$ cat config.mk
export PLATFORM = sky130hd
export DESIGN_NAME = alu_share_ctrl_flat
export DESIGN_NICKNAME = d
export VERILOG_FILES = /design/src/rtl/alu_share_ctrl_if.sv /design/src/rtl/alu_share_ctrl.sv /design/src/flat_wrapper.sv
export SDC_FILE = /design/constraint.sdc
export NUM_CORES = 1
export LEC_CHECK = 0
export BUFFER_PORTS_ARGS = -buffer_cell sky130_fd_sc_hd__clkbuf_2
export CAP_MARGIN = 20
export CORE_MARGIN = 5
export CORE_UTILIZATION = 44
export CTS_BUF_LIST = sky130_fd_sc_hd__clkbuf_4
export DETAILED_ROUTE_END_ITERATION = 7
export GPL_TIMING_DRIVEN = 0
export PLACE_DENSITY = 0.82
export SYNTH_ARGS = -nofsm -noshare
export SYNTH_HDL_FRONTEND = slang
export SYNTH_SLANG_ARGS = --single-unit
$ cat constraint.sdc
create_clock -name clk -period 1.5 [get_ports clk]
set_clock_uncertainty 0.1 [all_clocks]
set_input_delay 0.075 -clock clk [delete_from_list [all_inputs] [get_ports clk]]
set_output_delay 0.075 -clock clk [all_outputs]
set_load 0.1 [all_outputs]
$ cat src/rtl/alu_share_ctrl_if.sv
// Bundle of request, ALU and response signals between the shared-ALU
// controller and its surroundings (requesters, ALU, response consumer).
interface alu_share_ctrl_if;
  logic        req0_valid;
  logic        req0_ready;
  logic [3:0]  req0_op;
  logic [15:0] req0_a;
  logic [15:0] req0_b;

  logic        req1_valid;
  logic        req1_ready;
  logic [3:0]  req1_op;
  logic [15:0] req1_a;
  logic [15:0] req1_b;

  logic [3:0]  alu_opcode;
  logic [15:0] alu_in1;
  logic [15:0] alu_in2;
  logic [15:0] alu_result;
  logic [2:0]  alu_flags;

  logic        rsp_valid;
  logic        rsp_ready;
  logic        rsp_id;
  logic [15:0] rsp_data;
  logic        rsp_err;

  logic [2:0]  flags;
  logic        busy;

  // Environment side: requesters, the ALU itself and the response consumer.
  modport master (
    output req0_valid, req0_op, req0_a, req0_b,
    input  req0_ready,
    output req1_valid, req1_op, req1_a, req1_b,
    input  req1_ready,
    input  alu_opcode, alu_in1, alu_in2,
    output alu_result, alu_flags,
    input  rsp_valid, rsp_id, rsp_data, rsp_err,
    output rsp_ready,
    input  flags, busy
  );

  // Controller side.
  modport slave (
    input  req0_valid, req0_op, req0_a, req0_b,
    output req0_ready,
    input  req1_valid, req1_op, req1_a, req1_b,
    output req1_ready,
    output alu_opcode, alu_in1, alu_in2,
    input  alu_result, alu_flags,
    output rsp_valid, rsp_id, rsp_data, rsp_err,
    input  rsp_ready,
    output flags, busy
  );
endinterface

$ cat src/rtl/alu_share_ctrl.sv
// Shares one combinational 16-bit ALU between the execute port (0) and the
// auxiliary/debug port (1). One operation is in flight at a time: accept in
// IDLE, drive the ALU for one EXEC cycle, then hold a tagged response in RESP.
// Also owns the architectural {Z,V,N} flag register.
module alu_share_ctrl #(
  parameter int unsigned RESET_PRIO    = 0,
  parameter int unsigned NUM_OPS_VALID = 10
) (
  input logic             clk,
  input logic             rst_n,
  alu_share_ctrl_if.slave bus
);

  typedef enum logic [1:0] {
    IDLE = 2'd0,
    EXEC = 2'd1,
    RESP = 2'd2
  } state_t;

  state_t      state;
  state_t      state_next;

  logic        prio;
  logic        grant0;
  logic        grant1;
  logic        grant_any;

  logic [3:0]  opcode_q;
  logic [15:0] in1_q;
  logic [15:0] in2_q;

  logic        rsp_valid_q;
  logic        rsp_id_q;
  logic [15:0] rsp_data_q;
  logic        rsp_err_q;
  logic [2:0]  flags_q;

  logic        op_legal;
  logic        upd_all;
  logic        upd_z;

  // Grant: a lone requester wins outright, a tie goes to the port named by prio.
  always_comb begin
    grant0 = 1'b0;
    grant1 = 1'b0;
    if (bus.req0_valid && bus.req1_valid) begin
      grant0 = ~prio;
      grant1 = prio;
    end else begin
      grant0 = bus.req0_valid;
      grant1 = bus.req1_valid;
    end
  end

  assign grant_any = grant0 | grant1;

  // Decode the registered opcode into legality and which flags it may touch.
  always_comb begin
    op_legal = (32'(opcode_q) < NUM_OPS_VALID);
    upd_all  = 1'b0;
    upd_z    = 1'b0;
    if (op_legal) begin
      case (opcode_q)
        4'd0, 4'd1:             upd_all = 1'b1;
        4'd2, 4'd4, 4'd5, 4'd6: upd_z   = 1'b1;
        default: begin
        end
      endcase
    end
  end

  // State register.
  always_ff @(posedge clk) begin
    if (!rst_n) begin
      state <= IDLE;
    end else begin
      state <= state_next;
    end
  end

  // Next-state logic: EXEC always lasts exactly one cycle.
  always_comb begin
    state_next = state;
    case (state)
      IDLE:    if (grant_any) state_next = EXEC;
      EXEC:    state_next = RESP;
      RESP:    if (bus.rsp_ready) state_next = IDLE;
      default: state_next = IDLE;
    endcase
  end

  // Operand capture, result/flag capture and response bookkeeping.
  always_ff @(posedge clk) begin
    if (!rst_n) begin
      prio        <= 1'(RESET_PRIO);
      opcode_q    <= 4'h0;
      in1_q       <= 16'h0000;
      in2_q       <= 16'h0000;
      rsp_valid_q <= 1'b0;
      rsp_id_q    <= 1'b0;
      rsp_data_q  <= 16'h0000;
      rsp_err_q   <= 1'b0;
      flags_q     <= 3'b000;
    end else begin
      case (state)
        IDLE: begin
          if (grant_any) begin
            opcode_q <= grant1 ? bus.req1_op : bus.req0_op;
            in1_q    <= grant1 ? bus.req1_a  : bus.req0_a;
            in2_q    <= grant1 ? bus.req1_b  : bus.req0_b;
            rsp_id_q <= grant1;
            prio     <= ~grant1;
          end
        end
        EXEC: begin
          rsp_valid_q <= 1'b1;
          if (op_legal) begin
            rsp_data_q <= bus.alu_result;
            rsp_err_q  <= 1'b0;
          end else begin
            rsp_data_q <= 16'h0000;
            rsp_err_q  <= 1'b1;
          end
          if (upd_all) begin
            flags_q <= bus.alu_flags;
          end else if (upd_z) begin
            flags_q[2] <= bus.alu_flags[2];
          end
        end
        RESP: begin
          if (bus.rsp_ready) begin
            rsp_valid_q <= 1'b0;
            rsp_err_q   <= 1'b0;
          end
        end
        default: begin
        end
      endcase
    end
  end

  assign bus.req0_ready = (state == IDLE) && grant0;
  assign bus.req1_ready = (state == IDLE) && grant1;
  assign bus.alu_opcode = opcode_q;
  assign bus.alu_in1    = in1_q;
  assign bus.alu_in2    = in2_q;
  assign bus.rsp_valid  = rsp_valid_q;
  assign bus.rsp_id     = rsp_id_q;
  assign bus.rsp_data   = rsp_data_q;
  assign bus.rsp_err    = rsp_err_q;
  assign bus.flags      = flags_q;
  assign bus.busy       = (state != IDLE);

endmodule

$ cat src/flat_wrapper.sv
// flat-port wrapper written by rule: the top's interface ports become plain ports
module alu_share_ctrl_flat 
#(
  parameter int unsigned RESET_PRIO    = 0,
  parameter int unsigned NUM_OPS_VALID = 10
)
  (clk, rst_n, bus_req0_valid, bus_req0_op, bus_req0_a, bus_req0_b, bus_req0_ready, bus_req1_valid, bus_req1_op, bus_req1_a, bus_req1_b, bus_req1_ready, bus_alu_opcode, bus_alu_in1, bus_alu_in2, bus_alu_result, bus_alu_flags, bus_rsp_valid, bus_rsp_id, bus_rsp_data, bus_rsp_err, bus_rsp_ready, bus_flags, bus_busy);
  alu_share_ctrl_if bus_i ();
  input logic clk;
  input logic rst_n;
  input wire logic [$bits(bus_i.req0_valid)-1:0] bus_req0_valid;
  input wire logic [$bits(bus_i.req0_op)-1:0] bus_req0_op;
  input wire logic [$bits(bus_i.req0_a)-1:0] bus_req0_a;
  input wire logic [$bits(bus_i.req0_b)-1:0] bus_req0_b;
  output wire logic [$bits(bus_i.req0_ready)-1:0] bus_req0_ready;
  input wire logic [$bits(bus_i.req1_valid)-1:0] bus_req1_valid;
  input wire logic [$bits(bus_i.req1_op)-1:0] bus_req1_op;
  input wire logic [$bits(bus_i.req1_a)-1:0] bus_req1_a;
  input wire logic [$bits(bus_i.req1_b)-1:0] bus_req1_b;
  output wire logic [$bits(bus_i.req1_ready)-1:0] bus_req1_ready;
  output wire logic [$bits(bus_i.alu_opcode)-1:0] bus_alu_opcode;
  output wire logic [$bits(bus_i.alu_in1)-1:0] bus_alu_in1;
  output wire logic [$bits(bus_i.alu_in2)-1:0] bus_alu_in2;
  input wire logic [$bits(bus_i.alu_result)-1:0] bus_alu_result;
  input wire logic [$bits(bus_i.alu_flags)-1:0] bus_alu_flags;
  output wire logic [$bits(bus_i.rsp_valid)-1:0] bus_rsp_valid;
  output wire logic [$bits(bus_i.rsp_id)-1:0] bus_rsp_id;
  output wire logic [$bits(bus_i.rsp_data)-1:0] bus_rsp_data;
  output wire logic [$bits(bus_i.rsp_err)-1:0] bus_rsp_err;
  input wire logic [$bits(bus_i.rsp_ready)-1:0] bus_rsp_ready;
  output wire logic [$bits(bus_i.flags)-1:0] bus_flags;
  output wire logic [$bits(bus_i.busy)-1:0] bus_busy;
  assign bus_i.req0_valid = bus_req0_valid;
  assign bus_i.req0_op = bus_req0_op;
  assign bus_i.req0_a = bus_req0_a;
  assign bus_i.req0_b = bus_req0_b;
  assign bus_req0_ready = bus_i.req0_ready;
  assign bus_i.req1_valid = bus_req1_valid;
  assign bus_i.req1_op = bus_req1_op;
  assign bus_i.req1_a = bus_req1_a;
  assign bus_i.req1_b = bus_req1_b;
  assign bus_req1_ready = bus_i.req1_ready;
  assign bus_alu_opcode = bus_i.alu_opcode;
  assign bus_alu_in1 = bus_i.alu_in1;
  assign bus_alu_in2 = bus_i.alu_in2;
  assign bus_i.alu_result = bus_alu_result;
  assign bus_i.alu_flags = bus_alu_flags;
  assign bus_rsp_valid = bus_i.rsp_valid;
  assign bus_rsp_id = bus_i.rsp_id;
  assign bus_rsp_data = bus_i.rsp_data;
  assign bus_rsp_err = bus_i.rsp_err;
  assign bus_i.rsp_ready = bus_rsp_ready;
  assign bus_flags = bus_i.flags;
  assign bus_busy = bus_i.busy;
  alu_share_ctrl #(.RESET_PRIO(RESET_PRIO), .NUM_OPS_VALID(NUM_OPS_VALID)) u_core (.clk(clk), .rst_n(rst_n), .bus(bus_i));
endmodule
==> run_results.csv <==
group,metric,value,unit
placement,placed_area,0.00347,mm²
critical_path,max_stage_delay,0.39,ns
synth,yosysWarnings,0,
clocking,cts_tree,"yes",
global_route,grt_max_degree,19,
synth,synthCells,323,
critical_path,critPathKind,"register to output port",
layout,area.growth.synth_to_final,87.1,%
sta,fmax,0.579,GHz
synth,synth_fp_nets,419,
synth,synth_edf_count,0,
floorplanning,core,0.00561,mm²
drt,drtPass1Iterations,5,
min_path,hp-start,"bus_req1_valid",
synth,ys_ff_latch,61,
critical_path,cp_slowest_cell,"dfxtp_4",
clocking,clk_pin_slew_worst_paths,0.10,ns
critical_path,cp.arrival,1.55,ns
global_route,grt_use_total,31.3,%
synth,yosysUniqueCellTypes,28,
min_path,worst_hold_path_type,"input port to register",
sta,setup_viol,3,
sta,fin_crit,1.73,ns
synth,synth_top_area_cell,"dfxtp_1",
floorplanning,die_x,86.6,µm
sta,tightest_slew,0.625,ns
critical_path,reg2reg_from,"u_core.state[0]",
layout,nets,688,
layout,drive_gt1_share,38.9,%
synth,ys_top_cells_by_count,"nand3_1, dfxtp_1, a31oi_1, o21ai_0, nand2_1",
pwr,max-vdd-ir-drop,0.747,mV
synth,synth_ff_type,"dfxtp_1",
critical_path,rr_worst_depth,5,
clocking,clock-root-buffer,"clkbuf_4",
synth,ys_top_cells_by_area,"dfxtp_1, nand3_1, a31oi_1",
pwr,leakagePower,2.12,nW
run_status,outcome,"complete, but fails checks",
placement,io_buffers,156,
global_route,grt_pass1_vias,3911,
clocking,cts.sinks,61,
critical_path,critPathLaunch,"u_core.state[1]",
drt,vias,3910,
critical_path,end_kind,"output port",
critical_path,cp.buffers_inverters,3,
pwr,power_density,1090,mW/mm²
clocking,clockBufferDepth,2,
synth,yosysMostFrequentCell,"nand3_1",
placement,gp_congestion,0.803,
clocking,cts_buffers,9,
global_route,antenna_found_initial,0,
floorplanning,num_io_pins,157,
global_route,grt_pass1_wl,18500,µm
clocking,htreeDepth,3,
global_route,gr-total-overflow,0,
critical_path,cp_top_family,"buffers and inverters",
critical_path,crit_top_cell,"buf_6",
synth,synthArstFlopShare,0,%
drt,drc,0,
sta,rsz0062_at_grt,"yes",
drt,wl_per_cell,18.5,µm
synth,ys_seq_area_share,47.4,%
min_path,min_path_cells,4,
floorplanning,die_h,86.6,µm
drt,wirelength,12400,µm
drt,vias_per_cell,5.83,
critical_path,path_max_fanout,5,
floorplanning,initial_core_util,46.0,%
synth,syn_area_per_cell,7.98,µm²
drt,final_antenna_net_count,0,
floorplanning,row_count,27,
clocking,clock_latency,0.40,ns
run_status,violations,"negative setup slack",
sta,post-route-worst-setup-slack,-0.226,ns
sta,slew_viol_final,0,
drt,drtIter0Drc,328,
layout,fin_util,86.0,%
critical_path,worst-endpoint-required,1.32,ns
sta,hold_viol_final,0,
sta,fin_crit_sh,115,%
synth,syn-cell-area,0.00258,mm²
critical_path,cp_cell_sequence,"nor3b_4, buf_6, buf_6, and2_4, clkbuf_16",
layout,fin_cells,671,
floorplanning,die_area,0.00749,mm²
layout,design_area,0.00482,mm²
critical_path,path_depth,5,
placement,dp_hpwl,6360,µm
synth,yosys.area.top_type_share,47.4,%
job,maxCapViolations,0,
sta,slew_headroom,58.3,%
placement,dp.cells,551,
critical_path,worst_setup_path_start_kind,"register",
## metrics by stage
stage / total power (W) / setup TNS (ns) / setup WS (ns) / hold slack (ns)
after floorplan: 0.00331 / 0 / 0.000292 / 0.111
after global placement: 0.00369 / -0.678 / -0.323 / 0.198
after detailed placement: 0.00371 / -0.761 / -0.341 / 0.205
after CTS: 0.00509 / -0.499 / -0.227 / 0.0657
after global routing: 0.00544 / -1.04 / -0.309 / 0.0336
final: 0.00524 / -0.487 / -0.226 / 0.0365
## cells in the final DEF, fill, tap and decap left out, drive strengths merged
cell / synthesis / routed
clkbuf: 14 / 177
dlygate4sd3: 0 / 93
nand3: 76 / 76
dfxtp: 61 / 61
o21ai: 40 / 40
a31oi: 36 / 36
nand2: 34 / 34
buf: 18 / 30
a21oi: 23 / 23
clkinv: 0 / 4
nor2: 3 / 3
diode: 0 / 2
nor3b: 2 / 2
nand2b: 2 / 2
clkinvlp: 0 / 2
nor3: 2 / 2
o41ai: 2 / 2
or2: 2 / 2
and2: 1 / 1
inv: 2 / 1
nor2b: 1 / 1
a211oi: 1 / 1
or3b: 1 / 1
nand3b: 1 / 1
a21bo: 1 / 1
bufinv: 0 / 1
## worst min-delay path, stage by stage
cell and delay [ns]:
clkbuf_2 0.13, nand2_4 0.12, nand3_1 0.10, a31oi_1 0.06
## flip-flops by register name (all words and copies together) (netlist names)
register / count
u_core.state: 2
u_core.bus.alu_opcode: 4
u_core.bus.rsp_data: 16
u_core.bus.alu_in1: 16
u_core.bus.alu_in2: 16
u_core.prio: 1
u_core.bus.rsp_err: 1
u_core.bus.rsp_id: 1
u_core.bus.rsp_valid: 1
u_core.bus.flags: 3
## layout make-up
cell class | count | area [µm²]
Antenna cell | 2 | 5.00
Buffer | 28 | 201
Clock buffer | 10 | 75.1
Clock inverter | 6 | 53.8
Fill cell | 311 | 783
Inverter | 2 | 11.3
Multi-Input combinational cell | 228 | 1270
Sequential cell | 61 | 1240
Tap cell | 72 | 90.1
Timing Repair Buffer | 262 | 1880
## path summary, 6_finish.rpt
kind / slack (ns) / to
hold / removal: 0.04 / u_core.bus.alu_in1[1]
hold reg to reg: 0.36 / u_core.bus.rsp_data[4]
setup reg to reg: 0.02 / u_core.bus.alu_in2[14]
setup / recovery: -0.23 / bus_req0_ready
## power by group
| part | leakage (nW) | internal [W] | switching, W |
|---|---|---|---|
| logic | 1.55 | 0.000653 | 0.00161 |
| clock network | 0.0689 | 0.000508 | 0.000600 |
| registers | 0.505 | 0.00176 | 0.000112 |
## per-layer routing
metal  wire [µm]  GRT usage, %  vias up
met5           0             0        -
met4         682          21.8        0
met1        4350          33.9     1736
li1            -             -     1719
met3        1570          9.41       83
met2        5840          52.0      372
## timing repair
item | in CTS | in global routing
endpoints found under the hold margin | 60 | 0
gates resized for setup | 37 | 51
buffers inserted | 11 | 3
pin swaps | 3 | 9
hold buffers | 93 | 0
endpoints found under the setup margin | 12 | 48
## cells by family (layout without fill, tap and decap cells)
family	Yosys count	after routing	share of synthesized area, %
flops	61	61	47.4
other cells	0	2	0
compound gates	103	103	22.5
buf+inv	34	308	6.60
simple gates	125	125	23.6
Note: power is estimated with default switching activity, not from simulation.
